--- src/rtl/uart_mmio_responder.sv ---
// ============================================================================
// uart_mmio_responder : memory-mapped 8N1 UART with TXD/RXD/CON registers
// Rev 1.0
// ============================================================================
`timescale 1ns/1ps
`default_nettype none

module uart_mmio_responder #(
  parameter int unsigned CLKS_PER_BIT = 10417,
  parameter logic [31:0] BASE_ADDR    = 32'h4000_0018
) (
  input  logic        clk,
  input  logic        reset,
  input  logic [31:0] Address,
  input  logic [31:0] WrData,
  input  logic        MemRead,
  input  logic        MemWrite,
  output logic [31:0] RdData,
  output logic        Hit,
  output logic        uart_tx,
  input  logic        uart_rx,
  output logic        irq
);

  localparam int unsigned   CW        = $clog2(CLKS_PER_BIT);
  localparam logic [CW-1:0] BIT_LAST  = CW'(CLKS_PER_BIT - 1);
  localparam logic [CW-1:0] HALF_LAST = CW'(CLKS_PER_BIT / 2 - 1);
  localparam logic [CW-1:0] CNT_ONE   = CW'(1);
  localparam logic [31:0]   TXD_ADDR  = BASE_ADDR;
  localparam logic [31:0]   RXD_ADDR  = BASE_ADDR + 32'd4;
  localparam logic [31:0]   CON_ADDR  = BASE_ADDR + 32'd8;

  typedef enum logic [1:0] {
    S_IDLE  = 2'd0,
    S_START = 2'd1,
    S_DATA  = 2'd2,
    S_STOP  = 2'd3
  } uart_state_e;

  // ---------------- bus decode ----------------
  logic hit_txd, hit_rxd, hit_con;
  logic wr_txd, wr_con, rd_rxd;

  always_comb begin
    hit_txd = (Address == TXD_ADDR);
    hit_rxd = (Address == RXD_ADDR);
    hit_con = (Address == CON_ADDR);
    Hit     = hit_txd | hit_rxd | hit_con;
    wr_txd  = MemWrite & hit_txd;
    wr_con  = MemWrite & hit_con;
    rd_rxd  = MemRead  & hit_rxd;
  end

  logic unused_wrdata;
  assign unused_wrdata = ^{WrData[31:8], WrData[1:0]};

  // ---------------- state ----------------
  uart_state_e   tx_state_q, tx_state_d;
  logic [CW-1:0] tx_cnt_q,   tx_cnt_d;
  logic [2:0]    tx_idx_q,   tx_idx_d;
  logic [7:0]    txd_q,      txd_d;
  logic          uart_tx_q,  uart_tx_d;
  logic          tx_done_set;

  uart_state_e   rx_state_q, rx_state_d;
  logic [CW-1:0] rx_cnt_q,   rx_cnt_d;
  logic [2:0]    rx_idx_q,   rx_idx_d;
  logic [7:0]    rx_shift_q, rx_shift_d;
  logic [7:0]    rx_data_q,  rx_data_d;
  logic          rx_meta_q,  rx_sync_q;
  logic          rx_deliver, rx_stop_bad;

  logic tx_done_q,   tx_done_d;
  logic rx_valid_q,  rx_valid_d;
  logic overrun_q,   overrun_d;
  logic frame_err_q, frame_err_d;
  logic tx_irq_en_q, tx_irq_en_d;
  logic rx_irq_en_q, rx_irq_en_d;
  logic irq_q,       irq_d;
  logic tx_busy;

  assign tx_busy = (tx_state_q != S_IDLE);
  assign uart_tx = uart_tx_q;
  assign irq     = irq_q;

  // ---------------- read mux ----------------
  always_comb begin
    RdData = 32'd0;
    if (hit_txd) RdData = {24'd0, txd_q};
    if (hit_rxd) RdData = {24'd0, rx_data_q};
    if (hit_con) RdData = {25'd0, tx_irq_en_q, rx_irq_en_q, frame_err_q,
                           overrun_q, tx_done_q, rx_valid_q, tx_busy};
  end

  // ---------------- transmitter ----------------
  always_comb begin
    tx_state_d  = tx_state_q;
    tx_cnt_d    = tx_cnt_q;
    tx_idx_d    = tx_idx_q;
    txd_d       = txd_q;
    uart_tx_d   = uart_tx_q;
    tx_done_set = 1'b0;
    case (tx_state_q)
      S_IDLE: begin
        if (wr_txd) begin
          txd_d      = WrData[7:0];
          tx_state_d = S_START;
          tx_cnt_d   = '0;
          uart_tx_d  = 1'b0;
        end
      end
      S_START: begin
        if (tx_cnt_q == BIT_LAST) begin
          tx_cnt_d   = '0;
          tx_idx_d   = 3'd0;
          tx_state_d = S_DATA;
          uart_tx_d  = txd_q[0];
        end else begin
          tx_cnt_d = tx_cnt_q + CNT_ONE;
        end
      end
      S_DATA: begin
        if (tx_cnt_q == BIT_LAST) begin
          tx_cnt_d = '0;
          if (tx_idx_q == 3'd7) begin
            tx_state_d = S_STOP;
            uart_tx_d  = 1'b1;
          end else begin
            tx_idx_d  = tx_idx_q + 3'd1;
            uart_tx_d = txd_q[tx_idx_q + 3'd1];
          end
        end else begin
          tx_cnt_d = tx_cnt_q + CNT_ONE;
        end
      end
      S_STOP: begin
        if (tx_cnt_q == BIT_LAST) begin
          tx_cnt_d    = '0;
          tx_state_d  = S_IDLE;
          tx_done_set = 1'b1;
        end else begin
          tx_cnt_d = tx_cnt_q + CNT_ONE;
        end
      end
      default: tx_state_d = S_IDLE;
    endcase
  end

  // ---------------- receiver ----------------
  // The start bit is re-checked at half a bit so short glitches abort the frame.
  always_comb begin
    rx_state_d  = rx_state_q;
    rx_cnt_d    = rx_cnt_q;
    rx_idx_d    = rx_idx_q;
    rx_shift_d  = rx_shift_q;
    rx_deliver  = 1'b0;
    rx_stop_bad = 1'b0;
    case (rx_state_q)
      S_IDLE: begin
        if (!rx_sync_q) begin
          rx_state_d = S_START;
          rx_cnt_d   = '0;
        end
      end
      S_START: begin
        if (rx_cnt_q == HALF_LAST) begin
          rx_cnt_d = '0;
          if (rx_sync_q) begin
            rx_state_d = S_IDLE;
          end else begin
            rx_state_d = S_DATA;
            rx_idx_d   = 3'd0;
          end
        end else begin
          rx_cnt_d = rx_cnt_q + CNT_ONE;
        end
      end
      S_DATA: begin
        if (rx_cnt_q == BIT_LAST) begin
          rx_cnt_d   = '0;
          rx_shift_d = {rx_sync_q, rx_shift_q[7:1]};
          if (rx_idx_q == 3'd7) rx_state_d = S_STOP;
          else                  rx_idx_d   = rx_idx_q + 3'd1;
        end else begin
          rx_cnt_d = rx_cnt_q + CNT_ONE;
        end
      end
      S_STOP: begin
        if (rx_cnt_q == BIT_LAST) begin
          rx_cnt_d    = '0;
          rx_state_d  = S_IDLE;
          rx_deliver  = 1'b1;
          rx_stop_bad = ~rx_sync_q;
        end else begin
          rx_cnt_d = rx_cnt_q + CNT_ONE;
        end
      end
      default: rx_state_d = S_IDLE;
    endcase
  end

  // ---------------- flags, enables, interrupt ----------------
  // Sets are applied first so that a same-edge W1C clear always wins.
  always_comb begin
    rx_data_d   = rx_deliver ? rx_shift_q : rx_data_q;
    tx_done_d   = tx_done_q   | tx_done_set;
    frame_err_d = frame_err_q | (rx_deliver & rx_stop_bad);
    overrun_d   = overrun_q   | (rx_deliver & rx_valid_q & ~rd_rxd);
    rx_valid_d  = rx_deliver | (rx_valid_q & ~rd_rxd);
    tx_irq_en_d = tx_irq_en_q;
    rx_irq_en_d = rx_irq_en_q;
    if (wr_con) begin
      tx_irq_en_d = WrData[6];
      rx_irq_en_d = WrData[5];
      if (WrData[4]) frame_err_d = 1'b0;
      if (WrData[3]) overrun_d   = 1'b0;
      if (WrData[2]) tx_done_d   = 1'b0;
    end
    irq_d = (rx_valid_q & rx_irq_en_q) | (tx_done_q & tx_irq_en_q);
  end

  always_ff @(posedge clk) begin
    if (!reset) begin
      tx_state_q  <= S_IDLE;
      tx_cnt_q    <= '0;
      tx_idx_q    <= 3'd0;
      txd_q       <= 8'd0;
      uart_tx_q   <= 1'b1;
      rx_state_q  <= S_IDLE;
      rx_cnt_q    <= '0;
      rx_idx_q    <= 3'd0;
      rx_shift_q  <= 8'd0;
      rx_data_q   <= 8'd0;
      rx_meta_q   <= 1'b1;
      rx_sync_q   <= 1'b1;
      tx_done_q   <= 1'b0;
      rx_valid_q  <= 1'b0;
      overrun_q   <= 1'b0;
      frame_err_q <= 1'b0;
      tx_irq_en_q <= 1'b0;
      rx_irq_en_q <= 1'b0;
      irq_q       <= 1'b0;
    end else begin
      tx_state_q  <= tx_state_d;
      tx_cnt_q    <= tx_cnt_d;
      tx_idx_q    <= tx_idx_d;
      txd_q       <= txd_d;
      uart_tx_q   <= uart_tx_d;
      rx_state_q  <= rx_state_d;
      rx_cnt_q    <= rx_cnt_d;
      rx_idx_q    <= rx_idx_d;
      rx_shift_q  <= rx_shift_d;
      rx_data_q   <= rx_data_d;
      rx_meta_q   <= uart_rx;
      rx_sync_q   <= rx_meta_q;
      tx_done_q   <= tx_done_d;
      rx_valid_q  <= rx_valid_d;
      overrun_q   <= overrun_d;
      frame_err_q <= frame_err_d;
      tx_irq_en_q <= tx_irq_en_d;
      rx_irq_en_q <= rx_irq_en_d;
      irq_q       <= irq_d;
    end
  end

endmodule

`default_nettype wire

--- config.mk ---
export PLATFORM = sky130hd
export DESIGN_NAME = uart_mmio_responder
export DESIGN_NICKNAME = d
export VERILOG_FILES = /design/src/rtl/uart_mmio_responder.sv
export SDC_FILE = /design/constraint.sdc
export NUM_CORES = 1
export LEC_CHECK = 0
export CAP_MARGIN = 20
export CORE_ASPECT_RATIO = 2
export CORE_UTILIZATION = 53
export DETAILED_ROUTE_END_ITERATION = 8
export GPL_TIMING_DRIVEN = 0
export PLACE_DENSITY = 0.93
export SLEW_MARGIN = 40
export SYNTH_ARGS = -nofsm -noshare
export SYNTH_HDL_FRONTEND = slang
export SYNTH_SLANG_ARGS = --single-unit
--- constraint.sdc ---
create_clock -name clk -period 6.17 [get_ports clk]
set_input_delay 0.9255 -clock clk [delete_from_list [all_inputs] [get_ports clk]]
set_output_delay 0.9255 -clock clk [all_outputs]
set_load 0.01 [all_outputs]
---- After elaboration in Yosys (flattened, before gate mapping) ----
Index checks and enable logic that the tools add are counted.
word-level totals
  bits in registers ....................... 72
  bits in latches ......................... 0
  bits in writable memories ............... 0
  memory bits (read-only) ................. 0
  input port bits ......................... 69
  output and inout bits ................... 35
  logic and storage cells ................. 135
  memories kept ........................... 0
cells by class
  $add $sub $neg .......................... 4
  multiply operators ...................... 0
  divide/modulo/power cells ............... 0
  magnitude comparators ................... 1
  equal/unequal tests ..................... 27
  shifts and indexed selects .............. 0
  muxes and demuxes ....................... 51
  bitwise operators ....................... 18
  reduce and logical (&&, ||, !) cells .... 15
operator list
  cell                                                                      count
  32-bit by 31-bit equality test with 1-bit output (second input constant)  3
  14-bit two-way mux                                                        5
  32-bit two-way mux                                                        2
  14-bit case mux with 3 select lines                                       1
  14-bit by 1-bit adder with 14-bit output (second input constant)          2
  14-bit equality test (second input constant)                              2
  14-bit case mux with 2 select lines                                       1
  2-bit inequality test (second input constant)                             13
  2-bit two-way mux                                                         11
  3-bit two-way mux                                                         7
  1-bit two-way mux                                                         17
  2-bit case mux with 4 select lines                                        2
  5-bit AND reduction                                                       3
  14-bit by 13-bit equality test with 1-bit output (second input constant)  1
  3-bit case mux with 2 select lines                                        2
  1-bit bitwise AND                                                         9
  2-bit equality test (second input constant)                               4
  8-bit two-way mux                                                         1
  4-bit AND reduction                                                       2
  1-bit OR                                                                  7
  3-bit by 1-bit adder with 3-bit output (second input constant)            2
  3-bit equality test (second input constant)                               2
  2-bit nonzero test                                                        3
  2-bit by 1-bit equality test with 1-bit output (second input constant)    2
  9 further kinds                                                           12

---- Longest topological paths before layout ----
Gate-level depths: netlist (run 1).
  depth in word-level cells ............... 8
  gate-level depth with buffers ........... 8
  gate-level depth less buffers ........... 7

---- Least setup slack after synthesis (run 1) ----
Ideal clock, no wire load.
  path kind ............................... input port to output port
  start ................................... input port Address[18]
  end ..................................... output port RdData[0]
  arrival ................................. 2,156 ps
  data required time ...................... 5,244 ps
  path slack .............................. 3,088 ps
  stages .................................. 6
  path buffers ............................ 1
  cell sequence ........................... nor4_4 -> nand4_4 -> nor3_1 -> clkbuf_1 -> a22oi_1 -> nand2_1
on the way
  word-level cells in the longest chain between the ends .. 4
  elaborated cells on any way between the ends .. 6
  classes of those cells .................. eq/ne: 3; mux: 3
RTL lines
  element                                           RTL line  text
  start, declared                                   14        input logic [31:0] Address,
  32-bit by 31-bit equality test with 1-bit output  45        hit_txd = (Address == TXD_ADDR);
  8-bit two-way mux                                 89        if (hit_txd) RdData = {24'd0, txd_q};
  32-bit two-way mux                                90        if (hit_rxd) RdData = {24'd0, rx_data_q};
  32-bit two-way mux (*)                            91        if (hit_con) RdData = {25'd0, tx_irq_en_q, rx_irq_en_q, frame_err_q,
  end, declared                                     18        output logic [31:0] RdData,
Every way passes the cells marked *; elsewhere a longest branch is shown, timed or not.

---- Worst setup path after layout (run 1) ----
  start ................................... input port Address[29]
  end ..................................... output port RdData[2]
The elaborated chain is that of the path after synthesis.

==> summary.txt, run 1 <==
status -> complete, no violations
layout cells sized above 1 -> 11.0%
Root Driver -> clkbuf_16
initial antenna violation count -> 0
GRT Total Usage -> 29.0%
total congestion overflow -> 0
cell depth of the worst hold path -> 1
fill count -> 524
Detail Route Antenna Nets -> 0
placer congestion estimate -> 0.835
Main synth FF type -> dfxtp_1
Clock Latency Late Sink -> 0.35 ns
vias in the first global route -> 4059
YS warnings -> 0
Slowest cell on crit path -> nor3_1
peak supply drop -> 0.237 mV
hold_sp -> rx_meta_q
final non-filler cell total -> 646
die footprint -> 8050 um2
Post-Syn Instances -> 460
Worst-path clk slew -> 0.06 ns
Sink Count -> 72
num ports -> 104
number of CTS-inserted buffers -> 9
delay-heaviest family, CP -> buffers and inverters
Final Hold Fails -> 0
Final nets -> 631
Reg2Reg Depth -> 8
die height -> 126 um
Via density -> 5.98
CP bufs+invs -> 4
hold path endpoint -> rx_sync_q
Max Slew Vio Count -> 0
hold buffers post-CTS -> 0
total power -> 1.09 mW
DRT Pass-1 Iters -> 7
Tcrit/Tclk final -> 74.5%
Residual DRC -> 0
core area -> 7320 um2
EDFF count, synth -> 0
Clock Skew -> 0.00734 ns
Max Freq -> 217 MHz
Max FO, Critical Path -> 10
max_slew headroom -> 51.5%
Tightest Hold Check Type -> flop to flop
reg2reg setup slack -> 3.62 ns
largest net degree at the start of global routing -> 14
vias -> 3865
dpl hpwl -> 8050 um
max-cap violations -> 0
final setup vio count -> 0
clock buffer depth -> 2
P_leak -> 1.97 nW
critical path's most frequent cell -> clkdlybuf4s50_1
# rows -> 44
Area growth syn-to-layout -> 25.8%
I/O Buffers -> 55
initial core utilization -> 55.6%
critical path class -> input port to primary output
library cells used by synthesis -> 61
Detailed Route Iter0 Violations -> 188
total wire length -> 11000 um
n_diodes -> 0
Synth Cell Area -> 4070 um2
number of synthesized register bits -> 72
register area share after synthesis -> 35.4%
# Post-CTS Setup Buffers -> 0
CP Capture Type -> primary output
PD cells -> 212 nW/um2
Die X -> 63.9 um
placed cell count -> 630
Critical Path AT -> 3.67 ns
CP Data Required Time -> 5.24 ns
Setup crit start kind -> input port
r2r endpoint -> rx_state_q[0]
H-tree levels -> 3
DR WL/cell -> 17.0 um
CP Cell Sequence -> clkdlybuf4s50_1 > nor4_4 > nand4_4 > nor3_1 > clkbuf_1 > a222oi_1 > inv_1 > clkdlybuf4s50_1
RSZ-0062 raised after global routing -> no
Mean Syn Cell Area -> 8.84 um2
fin crit period -> 4.60 ns
slowest stage delay, CP -> 0.55 ns
CTS tree -> yes
PostCTS Resize Cnt -> 0
global-route wire length before repair -> 18300 um
Async SR Flop Fraction -> 0%
Setup TNS -> 0 ns
Worst-Margin Slew -> 0.721 ns
reg2reg start -> rx_cnt_q[0]
## cells by family (layout without fill, tap and decap cells)
group                    after synthesis  after routing  synth area share (%)
other                                  1             24                0.0922
multiplexers                          35             35                  9.23
flip-flops                            72             72                  35.4
AO/OA/AOI/OAI                         91             91                  16.5
adder cells (fa/ha/maj)               13             13                  4.00
AND/OR/NAND/NOR                      178            178                  25.7
buffers and inverters                 70            141                  9.01
## layout make-up
class / count / area [um2] / share of cell area (%)
buffer: 44 / 269 / 5.26
clock buffer: 9 / 225 / 4.40
clock inverter: 7 / 71.3 / 1.39
inverter: 26 / 97.6 / 1.91
multi-input combinational: 341 / 2350 / 45.9
sequential: 72 / 1440 / 28.2
tap: 92 / 115 / 2.25
timing repair buffer: 55 / 551 / 10.8
## cell usage after synthesis, types with 2 or more instances
| cell | count | area share [%] |
|---|---|---|
| nand2b_1 | 3 | 0.46 |
| nor4_2 | 2 | 0.62 |
| o221a_2 | 3 | 0.83 |
| and2_1 | 6 | 0.92 |
| clkbuf_1 | 15 | 1.4 |
| nand4_1 | 5 | 0.77 |
| nor3b_1 | 3 | 0.55 |
| mux4_2 | 2 | 1.1 |
| dfxtp_1 | 72 | 35 |
| a21o_1 | 2 | 0.37 |
| nor2_1 | 42 | 3.9 |
| and4b_1 | 2 | 0.49 |
| a31oi_1 | 7 | 1.1 |
| nor4_4 | 5 | 2.6 |
| o311a_1 | 3 | 0.74 |
| o31a_1 | 2 | 0.43 |
| nor4bb_1 | 4 | 0.98 |
| and3_1 | 7 | 1.1 |
| or3_1 | 7 | 1.1 |
| o21ai_0 | 17 | 2.1 |
| nor4_1 | 2 | 0.31 |
| a211oi_1 | 11 | 2.0 |
| buf_2 | 2 | 0.25 |
| nor2b_1 | 9 | 1.4 |
| mux2i_1 | 33 | 8.1 |
| o211a_1 | 7 | 1.7 |
| nand2_1 | 36 | 3.3 |
| ha_1 | 13 | 4.0 |
| a21oi_1 | 12 | 1.5 |
| o221a_1 | 2 | 0.55 |
| nor3_1 | 15 | 1.8 |
| a222oi_1 | 6 | 1.5 |
| nor4b_1 | 2 | 0.43 |
| nor2_2 | 2 | 0.31 |
| o211ai_1 | 7 | 1.3 |
| nand3_1 | 15 | 1.8 |
| inv_1 | 26 | 2.4 |
| and3b_1 | 2 | 0.43 |
| buf_4 | 25 | 4.6 |
| a22oi_1 | 2 | 0.37 |
| o21a_1 | 2 | 0.37 |
## sequential cells by signal, summed over array words and instances (netlist names), 2 cells and up, named ones only
signal / flops
rx_idx_q: 3
tx_state_q: 2
rx_data_q: 8
rx_cnt_q: 14
tx_cnt_q: 14
tx_idx_q: 3
txd_q: 8
rx_shift_q: 8
## worst max-delay path by stage
stage / from / to / slack, ns / cells past startpoint
final: Address[29] / RdData[2] / 1.57 / 8
after global routing: Address[25] / RdData[0] / 1.49 / 8
after CTS: Address[29] / RdData[2] / 1.70 / 8
after detailed placement: Address[29] / RdData[2] / 1.71 / 8
after global placement: Address[25] / RdData[0] / 1.76 / 8
after floorplan: Address[18] / RdData[0] / 3.09 / 6
## power by group
group | internal, mW | switching (mW) | leakage (nW)
logic | 0.0467 | 0.0460 | 1.25
registers | 0.467 | 0.00226 | 0.580
clock network | 0.313 | 0.212 | 0.138
total | 0.826 | 0.260 | 1.97
## per-layer routing
layer  GRT usage, %  wire length [um]  vias up
met4           22.3               580        0
li1               -                 -     1808
met1           27.2              3760     1804
met2           52.8              6020      199
met3           6.07               635       54
met5              0                 0        -
## through the flow
step	utilization, %	setup slack [ns]	hold WS [ns]	instance area [um2]
floorplan	-	3.09	0.386	4150
global placement	65.8	1.76	0.397	4820
detailed placement	65.8	1.71	0.401	4820
CTS	69.9	1.70	0.422	5120
global route	69.9	1.49	0.426	5120
finish	69.9	1.57	0.414	5120
## worst reg2reg max path, cell delays in order (launching register included)
cell and delay [ns]:
dfxtp_1 0.34, inv_1 0.11, ha_1 0.16, nor4bb_1 0.28, nand4_1 0.36, a22oi_2 0.58, buf_2 0.33, mux2i_1 0.22
nor2_1 0.05
## cell usage in the layout (no fill, tap or decap), types with 9 or more instances in the layout
cell / instances
a211oi_1: 11
a21oi_1: 12
buf_4: 25
clkbuf_1: 15
clkbuf_16: 9
clkdlybuf4s50_1: 55
conb_1: 24
dfxtp_1: 72
ha_1: 13
inv_1: 26
mux2i_1: 33
nand2_1: 36
nand3_1: 15
nor2_1: 42
nor2b_1: 9
nor3_1: 15
o21ai_0: 17
Note: power is estimated with default switching activity, not from simulation.
==> run 2, diff against run 1 <==
--- a/config.mk
+++ b/config.mk
@@ -7,10 +7,10 @@
 export LEC_CHECK = 0
 export CAP_MARGIN = 20
 export CORE_ASPECT_RATIO = 2
-export CORE_UTILIZATION = 53
+export CORE_UTILIZATION = 49
 export DETAILED_ROUTE_END_ITERATION = 8
 export GPL_TIMING_DRIVEN = 0
-export PLACE_DENSITY = 0.93
+export PLACE_DENSITY = 0.87
 export SLEW_MARGIN = 40
 export SYNTH_ARGS = -nofsm -noshare
 export SYNTH_HDL_FRONTEND = slang
==> constraint.sdc (replaced) <==
create_clock -name clk -period 4.25 [get_ports clk]
set_input_delay 0.6375 -clock clk [delete_from_list [all_inputs] [get_ports clk]]
set_output_delay 0.6375 -clock clk [all_outputs]
set_load 0.01 [all_outputs]
==> summary.txt, run 2 (synthesized netlist as in run 1, its figures left out) <==
status -> complete, no violations (unchanged)
final instance area -> 5130 um2 (was 5120 um2)
initial antenna violation count -> 0 (unchanged)
switching share of power -> 23.9% (about the same)
dpl hpwl -> 8020 um (was 8050 um)
largest net degree at the start of global routing -> 15 (was 14)
DRT Pass-1 Iters -> 7 (unchanged)
reg2reg start -> rx_cnt_q[0] (unchanged)
Max Slew Vio Count -> 0 (unchanged)
max-cap violations -> 0 (unchanged)
Critical Path AT -> 3.34 ns (was 3.67 ns)
die height -> 131 um (was 126 um)
P_leak -> 1.98 nW (was 1.97 nW)
DR WL/cell -> 16.8 um (was 17.0 um)
Max Freq -> 252 MHz
total congestion overflow -> 0 (unchanged)
Residual DRC -> 0 (unchanged)
critical path class -> input port to primary output (unchanged)
cell depth of the worst hold path -> 1 (unchanged)
Setup crit start kind -> input port (unchanged)
num ports -> 104 (unchanged)
power share of the sequential group -> 43.0% (was 43.2%)
initial core utilization -> 50.8% (was 55.6%)
# Post-CTS Setup Buffers -> 0 (unchanged)
Area growth syn-to-layout -> 26.1% (was 25.8%)
Tcrit/Tclk final -> 93.5%
GRT Total Usage -> 26.2% (was 29.0%)
core area -> 8000 um2 (was 7320 um2)
placer congestion estimate -> 0.859 (was 0.835)
hold buffers post-CTS -> 0 (unchanged)
hold_sp -> rx_meta_q (unchanged)
Detail Route Antenna Nets -> 0 (unchanged)
Gate power share -> 8.5% (about the same)
Worst-Margin Slew -> 0.768 ns (was 0.721 ns)
Setup TNS -> 0 ns (unchanged)
Root Driver -> clkbuf_16 (unchanged)
met1 usage -> 24.6% (was 27.2%)
Reg2Reg Depth -> 8 (unchanged)
die footprint -> 8690 um2 (was 8050 um2)
final setup vio count -> 0 (unchanged)
Via density -> 5.87 (was 5.98)
max_slew headroom -> 48.4% (was 51.5%)
Sink Count -> 72 (unchanged)
global-route wire length before repair -> 17100 um (was 18300 um)
PD cells -> 309 nW/um2 (was 212 nW/um2)
Psw -> 0.379 mW (was 0.260 mW)
CP Data Required Time -> 3.61 ns (was 5.24 ns)
internal power -> 1.21 mW (was 0.826 mW)
I/O Buffers -> 55 (unchanged)
layout cells sized above 1 -> 11.0% (unchanged)
Clock Latency Late Sink -> 0.34 ns (was 0.35 ns)
vias in the first global route -> 3638 (was 4059)
H-tree levels -> 3 (unchanged)
fill count -> 645 (was 524)
Die X -> 66.4 um (was 63.9 um)
final worst slack -> 0.275 ns (was 1.57 ns)
commonest non-fill, non-tap cell in the layout -> dfxtp_1 (unchanged)
Detailed Route Iter0 Violations -> 212 (was 188)
number of CTS-inserted buffers -> 9 (unchanged)
Final Hold Fails -> 0 (unchanged)
clock buffer depth -> 2 (unchanged)
Tightest Hold Check Type -> flop to flop (unchanged)
r2r endpoint -> rx_cnt_q[10] (was rx_state_q[0])
Top Registers -> rx_cnt_q (14), tx_cnt_q (14) (unchanged)
vias -> 3815 (was 3865)
total power -> 1.58 mW (was 1.09 mW)
RSZ-0062 raised after global routing -> no (unchanged)
PostCTS Resize Cnt -> 0 (unchanged)
Clock Skew -> 0.00575 ns (was 0.00734 ns)
total wire length -> 10900 um (was 11000 um)
n_diodes -> 0 (unchanged)
reg2reg setup slack -> 1.77 ns (was 3.62 ns)
Area after DPL -> 4820 um2 (about the same)
most frequent cells in the layout -> dfxtp_1, clkdlybuf4s50_1, nor2_1, nand2_1, mux2i_1 (unchanged)
Worst-path clk slew -> 0.06 ns (about the same)
peak supply drop -> 0.482 mV (was 0.237 mV)
met2 Resource Use GR -> 49.8% (was 52.8%)
CTS tree -> yes (unchanged)
Final nets -> 631 (unchanged)
part of the power in the clock network -> 48.5% (was 48.3%)
Place WS -> 0.339 ns (was 1.71 ns)
fin crit period -> 3.97 ns
grt peak-use layer -> met2 (unchanged)
hold path endpoint -> rx_sync_q (unchanged)
Max FO, Critical Path -> 10 (unchanged)
# rows -> 46 (was 44)
CP Capture Type -> primary output (unchanged)
met3 usage -> 4.51% (was 6.07%)
run 2: cell types whose count changed in the layout (fill, tap and decap cells not counted), sizes merged:
cell	before	now
clkinvlp	3	1
inv	27	29
run 2: final cells by class:
class	instances	area (um2)	area share (%)
Clock inverter	7	77.6	1.51
Multi-Input combinational cell	341	2350	45.8
Clock buffer	9	225	4.39
Timing Repair Buffer	55	551	10.7
Buffer	44	269	5.25
Sequential cell	72	1440	28.1
Tap cell	96	120	2.34
Inverter	26	97.6	1.90
run 2: how the worst max path moves through the flow:
| stage | startpoint | to | slack [ns] | cells past startpoint |
|---|---|---|---|---|
| 5_1_grt | Address[26] | RdData[0] | 0.20 | 8 |
| 4_1_cts | Address[26] | RdData[0] | 0.29 | 8 |
| 3_5_place_dp | Address[17] | RdData[1] | 0.34 | 8 |
| 3_3_place_gp | Address[17] | RdData[0] | 0.39 | 8 |
| 6_report | Address[26] | RdData[0] | 0.28 | 8 |
| 2_1_floorplan | Address[18] | RdData[0] | 1.74 | 6 |
run 2: through the flow:
step / hold WS [ns] / util [%] / cells
2_1_floorplan: 0.386 / - / 483
3_3_place_gp: 0.399 / 60.3 / 634
3_5_place_dp: 0.395 / 60.3 / 634
4_1_cts: 0.416 / 64.1 / 650
5_1_grt: 0.442 / 64.1 / 650
6_report: 0.414 / 64.1 / 650
run 2: power by group through the flow:
stage	Clock [mW]	Combinational [mW]	Sequential, mW
after global placement	0	0.129	0.696
after floorplan	0	0.0680	0.695
after detailed placement	0	0.132	0.696
after global routing	0.795	0.145	0.682
after CTS	0.771	0.133	0.681
final	0.768	0.134	0.681
run 2: critical path: stages:
cell and delay [ns]:
clkdlybuf4s50_1 0.45, nor4_4 0.33, nand4_4 0.20, nor3_1 0.47, clkbuf_1 0.42, a22oi_1 0.17
nand2_1 0.11, clkdlybuf4s50_1 0.54
run 2: per-layer routing:
metal	routed length, um	up-vias
met3	546	52
met4	630	0
li1	-	1812
met1	3740	1778
met5	0	-
met2	6000	173
==> run 3, diff against run 2 <==
--- a/config.mk
+++ b/config.mk
@@ -9,7 +9,6 @@
 export CORE_ASPECT_RATIO = 2
 export CORE_UTILIZATION = 49
 export DETAILED_ROUTE_END_ITERATION = 8
-export GPL_TIMING_DRIVEN = 0
 export PLACE_DENSITY = 0.87
 export SLEW_MARGIN = 40
 export SYNTH_ARGS = -nofsm -noshare
==> summary.txt, run 3 (synthesized netlist as in run 1, its figures left out) <==
DRT met1 WL -> 3480 um (was 3740 um)
RSZ-0062 raised after global routing -> no (unchanged)
CTS tree -> yes (unchanged)
P_leak -> 1.84 nW (was 1.98 nW)
n_diodes -> 0 (unchanged)
critical path class -> input port to primary output (unchanged)
die footprint -> 8690 um2 (unchanged)
Tcrit/Tclk final -> 87.2% (was 93.5%)
CP Data Required Time -> 3.61 ns (about the same)
Area growth syn-to-layout -> 20.5% (was 26.1%)
clock buffer depth -> 2 (unchanged)
core area -> 8000 um2 (unchanged)
Clock Skew -> 0.00603 ns (was 0.00575 ns)
vias -> 3602 (was 3815)
num ports -> 104 (unchanged)
hold_sp -> rx_meta_q (unchanged)
DR top layer -> met4 (unchanged)
Worst-Margin Slew -> 0.758 ns (was 0.768 ns)
met2 wire length -> 5520 um (was 6000 um)
met3 wire len -> 392 um (was 546 um)
total congestion overflow -> 0 (unchanged)
Max Slew Vio Count -> 0 (unchanged)
hold buffers post-CTS -> 0 (unchanged)
Max Freq -> 270 MHz (was 252 MHz)
dpl hpwl -> 7000 um (was 8020 um)
Critical path origin -> Address[8] (was Address[26])
PD cells -> 313 nW/um2 (was 309 nW/um2)
Root Driver -> clkbuf_16 (unchanged)
# Post-CTS Setup Buffers -> 0 (unchanged)
Reg2Reg Depth -> 8 (unchanged)
GRT Total Usage -> 24.5% (was 26.2%)
final worst slack -> 0.543 ns (was 0.275 ns)
Max FO, Critical Path -> 9 (was 10)
Setup TNS -> 0 ns (unchanged)
final setup vio count -> 0 (unchanged)
vias in the first global route -> 3589 (was 3638)
# rows -> 46 (unchanged)
initial antenna violation count -> 0 (unchanged)
total wire length -> 9890 um (was 10900 um)
layout cells sized above 1 -> 7.57% (was 11.0%)
Slowest cell on crit path -> clkdlybuf4s50_1 (unchanged)
die height -> 131 um (unchanged)
placer congestion estimate -> 0.823 (was 0.859)
Sink Count -> 72 (unchanged)
cell depth of the worst hold path -> 1 (unchanged)
fin crit period -> 3.71 ns (was 3.97 ns)
largest net degree at the start of global routing -> 31 (was 15)
Final nets -> 593 (was 631)
status -> complete, no violations (unchanged)
Via density -> 5.90 (was 5.87)
slowest stage delay, CP -> 0.53 ns (was 0.54 ns)
critical path's most frequent cell -> clkdlybuf4s50_1 (unchanged)
initial core utilization -> 50.8% (unchanged)
I/O Buffers -> 55 (unchanged)
Clock Latency Late Sink -> 0.34 ns (about the same)
Die X -> 66.4 um (unchanged)
global-route wire length before repair -> 16200 um (was 17100 um)
PostCTS Resize Cnt -> 0 (unchanged)
Detailed Route Iter0 Violations -> 168 (was 212)
Tightest Hold Check Type -> flop to flop (unchanged)
max_slew headroom -> 49.1% (was 48.4%)
commonest non-fill, non-tap cell in the layout -> dfxtp_1 (unchanged)
max-cap violations -> 0 (unchanged)
Detail Route Antenna Nets -> 0 (unchanged)
CP Cell Sequence -> clkdlybuf4s50_1 > nor4_2 > nand4_1 > nor2_1 > a222oi_1 > inv_1 > clkdlybuf4s50_1 (was clkdlybuf4s50_1 > nor4_4 > nand4_4 > nor3_1 > clkbuf_1 > a22oi_1 > nand2_1 > clkdlybuf4s50_1)
Final Hold Fails -> 0 (unchanged)
CP Capture Type -> primary output (unchanged)
Worst-path clk slew -> 0.06 ns (about the same)
number of CTS-inserted buffers -> 9 (unchanged)
Residual DRC -> 0 (unchanged)
reg2reg start -> rx_cnt_q[0] (unchanged)
Place WS -> 0.556 ns (was 0.339 ns)
Critical Path AT -> 3.07 ns (was 3.34 ns)
most frequent cells in the layout -> dfxtp_1, clkdlybuf4s50_1, nor2_1, nand2_1, mux2i_1 (unchanged)
DR WL/cell -> 16.2 um (was 16.8 um)
H-tree levels -> 3 (unchanged)
DRT Pass-1 Iters -> 7 (unchanged)
Setup crit start kind -> input port (unchanged)
Top Registers -> rx_cnt_q (14), tx_cnt_q (14) (unchanged)
peak supply drop -> 0.289 mV (was 0.482 mV)
==> run 3: cell types whose count changed in the layout (fill, tap and decap cells not counted), sizes merged <==
cell	previous run	this run
buf	29	6
clkbuf	24	9
inv	29	26
clkinvlp	1	2
clkinv	2	3
==> run 3: path summary, 6_finish.rpt <==
| kind | to | slack (ns) |
|---|---|---|
| min reg2reg | rx_sync_q | 0.42 |
| max | RdData[1] | 0.54 |
| min | rx_sync_q | 0.42 |
| max reg2reg | rx_cnt_q[13] | 1.59 |
==> run 3: report_power, final <==
part | switching [mW] | internal [mW]
Sequential | 0.00348 | 0.678
Combinational | 0.0580 | 0.0525
Clock | 0.291 | 0.453
Total | 0.352 | 1.18
==> run 3: stage by stage <==
stage	std cells	utilization, %	area [um2]	hold WS, ns	power [mW]
floorplan	483	-	4150	0.386	0.763
global placement	595	57.4	4590	0.393	0.801
detailed placement	596	57.6	4600	0.405	0.806
CTS	611	61.3	4900	0.420	1.54
global route	611	61.3	4900	0.424	1.58
finish	611	61.3	4900	0.417	1.54
==> run 3: routing by layer <==
metal | track usage (%) | vias to the layer above
li1 | - | 1735
met1 | 23.6 | 1719
met2 | 46.2 | 114
met3 | 4.86 | 34
met4 | 14.6 | 0
met5 | 0 | -
==> run 3: layout make-up <==
type,instances,area (um2)
sequential,72,1440
clock inverter,6,71.3
tap,96,120
multi-input combinational,341,2350
fill,613,3100
timing repair buffer,61,599
inverter,26,97.6
clock buffer,9,225
==> run 3: worst max-delay path: cells and delay by family <==
kind	cells	cell delay, ns
and+or+nand+nor	3	1.17
buffers and inverters	3	1.04
AOI/OAI and AO/OA	1	0.22
